File: src/rtl/riscv_pkg.sv
// Shared RV32I types and constants for the single-cycle core.
package riscv_pkg;

  localparam int unsigned XLEN       = 32;
  localparam int unsigned REG_ADDR_W = 5;

  typedef logic [REG_ADDR_W-1:0] reg_idx_t;
  typedef logic [XLEN-1:0]       xlen_t;

  localparam int unsigned REG_ZERO = 0;

endpackage

File: src/rtl/regfile_read_port.sv
// Combinational register-file read mux with x0 zero-forcing and optional write-through
// forwarding (enabled by REGFILE_BYPASS_EN).
module regfile_read_port #(
  parameter int unsigned ADDR_W = riscv_pkg::REG_ADDR_W,
  parameter int unsigned XLEN   = riscv_pkg::XLEN
) (
  input  logic [ADDR_W-1:0] ra_i,
  input  logic [XLEN-1:0]   regs_i [1:(2**ADDR_W)-1],
  input  logic              we_i,
  input  logic [ADDR_W-1:0] wa_i,
  input  logic [XLEN-1:0]   wd_i,
  output logic [XLEN-1:0]   rd_o
);
  import riscv_pkg::*;

  logic ra_is_zero;
  assign ra_is_zero = (ra_i == ADDR_W'(REG_ZERO));

`ifdef REGFILE_BYPASS_EN
  logic fwd_hit;
  assign fwd_hit = we_i && (wa_i != ADDR_W'(REG_ZERO)) && (wa_i == ra_i);

  always_comb begin
    rd_o = '0;
    if (fwd_hit) begin
      rd_o = wd_i;
    end else if (!ra_is_zero) begin
      rd_o = regs_i[ra_i];
    end
  end
`else
  // Write-port inputs only matter when forwarding is built in.
  logic unused_fwd;
  assign unused_fwd = ^{we_i, wa_i, wd_i};

  always_comb begin
    rd_o = '0;
    if (!ra_is_zero) begin
      rd_o = regs_i[ra_i];
    end
  end
`endif

endmodule

File: src/rtl/register_file.sv
// RV32I integer register file: two async read ports, one sync write port, x0 hardwired to 0.
// Optional same-cycle write-through forwarding via REGFILE_BYPASS_EN.
module register_file #(
  parameter int unsigned ADDR_W = riscv_pkg::REG_ADDR_W,
  parameter int unsigned XLEN   = riscv_pkg::XLEN
) (
  input  logic              clk,
  input  logic              reset_n,
  input  logic              we3,
  input  logic [ADDR_W-1:0] ra1,
  input  logic [ADDR_W-1:0] ra2,
  input  logic [ADDR_W-1:0] wa3,
  input  logic [XLEN-1:0]   wd3,
  output logic [XLEN-1:0]   rd1,
  output logic [XLEN-1:0]   rd2
);

  localparam int unsigned NumRegs = 2 ** ADDR_W;

  // Entry 0 has no storage; x0 is synthesised as a constant in the read ports.
  logic [XLEN-1:0] mem_q [1:NumRegs-1];
  logic [XLEN-1:0] mem_d [1:NumRegs-1];

  always_comb begin
    mem_d = mem_q;
    if (we3 && (wa3 != '0)) begin
      mem_d[wa3] = wd3;
    end
  end

  always_ff @(posedge clk or negedge reset_n) begin
    if (!reset_n) begin
      for (int i = 1; i < NumRegs; i++) begin
        mem_q[i] <= '0;
      end
    end else begin
      for (int i = 1; i < NumRegs; i++) begin
        mem_q[i] <= mem_d[i];
      end
    end
  end

  regfile_read_port #(
    .ADDR_W (ADDR_W),
    .XLEN   (XLEN)
  ) u_read_port1 (
    .ra_i   (ra1),
    .regs_i (mem_q),
    .we_i   (we3),
    .wa_i   (wa3),
    .wd_i   (wd3),
    .rd_o   (rd1)
  );

  regfile_read_port #(
    .ADDR_W (ADDR_W),
    .XLEN   (XLEN)
  ) u_read_port2 (
    .ra_i   (ra2),
    .regs_i (mem_q),
    .we_i   (we3),
    .wa_i   (wa3),
    .wd_i   (wd3),
    .rd_o   (rd2)
  );

endmodule

File: config.mk
export PLATFORM = sky130hd
export DESIGN_NAME = register_file
export DESIGN_NICKNAME = d
export VERILOG_FILES = /design/src/rtl/riscv_pkg.sv /design/src/rtl/regfile_read_port.sv /design/src/rtl/register_file.sv
export SDC_FILE = /design/constraint.sdc
export NUM_CORES = 2
export LEC_CHECK = 0
export CORE_UTILIZATION = 55
export CTS_CLUSTER_DIAMETER = 80
export DETAILED_ROUTE_END_ITERATION = 12
export HOLD_SLACK_MARGIN = 0.05
export PLACE_DENSITY_LB_ADDON = 0.2
export SYNTH_ARGS = -nofsm -noshare
export SYNTH_HDL_FRONTEND = slang
export SYNTH_SLANG_ARGS = --single-unit
File: constraint.sdc
create_clock -name clk -period 3.3 [get_ports clk]
set_input_delay 0.825 -clock clk [delete_from_list [all_inputs] [get_ports clk]]
set_output_delay 0.825 -clock clk [all_outputs]
set_load 0.1 [all_outputs]
==> results.md <==
- Port Buf Inserts: 113
- Post-synth EDFFs: 0
- Router iterations before antenna repair: 5
- Post-Syn Area: roughly 54,000 um2
- Global-route wire length before repair: roughly 280,000 um
- Max-slew violations: 0
- Xor and xnor area share after synthesis: 0
- Synth Register Bits: 992
- DRT iter0 DRCs: 4,301
- Deepest clock path buffer count: 3
- Run status: complete, but fails checks
- Post-synthesis cell count: 4,062
- Max-cap viol count: 0
- CTS buffer count: 109
- Non-filler cells, final: 5,840
- Commonest cells post-synth: mux2_2 (1,111), dfrtp_1 (992), mux2i_1 (577)
- Final net count: about 4,500
- Failing checks: setup timing
- Cell Count Post-Placement: 5,501
- Post-layout util: 0.729
- Post-route ant nets: 0
- Biggest regs: mem_q x992
- GR Util All Layers: 0.388
- Area leader, netlist: dfrtp_1
- Final period util: 1.07
- Max stage delay on crit path: 490 ps
- Synth Area in Simple Gates: 0.0311
- Die Y: 314 um
- Vias in the first global route: 40,700
- Period minus WS final: about 3500 ps
- Avg WL per Cell: 33.5 um
- Ranking of synthesized cells by area: dfrtp_1 (46%), mux2_2 (23%), mux2i_1 (11%)
- Number of hold buffers added after cts: 0
- Worst Path Buf+Inv: 4
- CTS HTree Levels: 3
- Hold_ws: 97.1 ps
- DIE AREA: 98,600 um2
- Most flops, register: mem_q
- Share of synthesized flip-flops with an asynchronous set or reset: 1.00
- Avg Vias per Cell: 6.92
- Crit. End Element: output port
- Synthesized net count: 4,112
- Starting density of the core: 0.555
- Total vias in the final route: roughly 40,000
- Complex-gate fraction of the synthesized area: 0.0657
- GP Congestion: 0.902
- Die span in x: roughly 310 um
- RSZ-0062 raised after global routing: true
- Worst-margin pin slew: 1170 ps
- Unique masters post-synth: 40
- Final worst clock skew: 0 ps
- Final WL: 195,000 um
- Largest net degree at the start of global routing: just over 100
- Critical Path RT: 2470 ps
- Pleak: 0.0311 uW
- Post-synthesis sequential area ratio: 0.464
- Worst hold path class: in -> async
- Sink Count: 992
- CP cell instances: buf_12 -> or3b_4 -> buf_12 -> o22ai_2 -> or3_4 -> a211oi_4 -> buf_12 -> buf_12
- Synth top area share: 0.464
- Final Cell Area: between 70,000 and 80,000 um2
- Crit Path Class: in -> out
- Fin worst setup slack: -216 ps
- CP Launch Type: input pin
- Max reg flops: 992
- Detailed-route DRC error count: 0
- Fmax: around 0.28 GHz
- Top_reg_cell synth: dfrtp_1
- Arrival @ worst endpoint: 2690 ps
- Worst skew pair latency: roughly 710 ps
- P&R area growth vs syn: 31.4%
- YS warnings: 0
- IO Pins: 114
- Initial antenna violation count: 7
- Worst rel slew slack: 0.220
- Site Rows: 114
- Average size of a mapped cell: 13.2 um2
- Core Footprint: 96,600 um2
- Most common cell in the netlist: mux2_2
- Final setup viols: 63
- Mux cell area share after synthesis: 0.397
- TritonCTS clock tree: built
- Top Family by Delay on Critical Path: simple AND/OR/NAND/NOR gates
- Placed cell area: between 60,000 and 70,000 um2
- Total gr overflow: 0
- CP max stage cell: a211oi_4
- Top cell by count, worst path: buf_12
- Post-DP HPWL: 117,000 um
- Clock root cell: clkbuf_16
- Adder-cell share of the synthesized area: 0
- Fin. Hold Viols: 0
- Layout cell share with drive strength beyond 1: 0.567
- Maximum VDD drop: between 500 and 600 uV
- Largest family of logic cells by synthesized area: multiplexers
- Reg clk slew, reported paths: approximately 70 ps
- P per Cell Area: between 500 and 600 nW/um2
- CP max FO: 7
cell usage in the layout (no fill, tap or decap), types with 38 or more instances in the layout:
| cell type | n |
|---|---|
| a211oi_4 | 41 |
| a22oi_2 | 46 |
| buf_12 | 252 |
| buf_4 | 327 |
| buf_6 | 40 |
| clkbuf_16 | 123 |
| clkdlybuf4s50_1 | 38 |
| dfrtp_1 | 992 |
| mux2_2 | 1081 |
| mux2i_1 | 569 |
| mux4_2 | 128 |
| nor3_1 | 51 |
| nor3_2 | 72 |
| o22ai_1 | 193 |
| o22ai_2 | 72 |
power by group:
group	total (uW)	switching [uW]	internal, uW	leakage (uW)
sequential	16400	1870	14600	0.0127
clock	13000	5290	7730	0.00186
combinational	10800	5200	5600	0.0166
total	40200	12400	27900	0.0311
cells by family (layout without fill, tap and decap cells):
logic type             Yosys count  count (layout)
muxes                         1825            1825
DFF                            992             992
AOI/OAI and AO/OA              510             510
buffers and inverters          432             931
and+or+nand+nor                303             303
other                            0               3
area by class of cell:
cell class                 instances  area, um2
multi-input combinational       2638      30000
timing repair buffer             735      10200
antenna                            3       7.51
clock inverter                    50        672
clock buffer                     146       3130
sequential                       992      24800
tap                             1276       1600
fill                            6048      26200
per-layer routing:
layer,vias to the layer above,global-route usage,part of all wire
li1,16300,-,-
met4,8,0.189,0.058
met3,625,0.0958,0.11
met5,-,0,0.00026
met1,21200,0.531,0.39
met2,2322,0.579,0.44
timing repair:
action,4_1_cts,5_1_grt
pin swaps,128,134
cloned,29,13
buffers inserted,85,54
hold endpoints to repair,0,0
endpoints found under the setup margin,64,64
gates resized for setup,295,197
final timing paths:
path	startpoint	to	slack, ps	depth (start not counted)
setup reg to reg	mem_q[404]	mem_q[404]	2420	1
min in group clk	mem_q[668]	mem_q[668]	510	1
setup / recovery	ra1[2]	rd1[26]	-220	8
hold / removal	reset_n	mem_q[589]	100	1
max in group asynchronous	reset_n	mem_q[129]	2170	2
hold reg to reg	mem_q[668]	mem_q[668]	510	1
through the flow:
step	TNS (ps)	power, uW	worst slack (ps)
after CTS	-3510	39700	-155
after floorplan	-17190	22800	-338
after global placement	-18960	25800	-632
final	-5540	40200	-216
after detailed placement	-19630	26100	-682
after global routing	-5780	41600	-212
No activity file was read; power rests on OpenSTA's default activity.
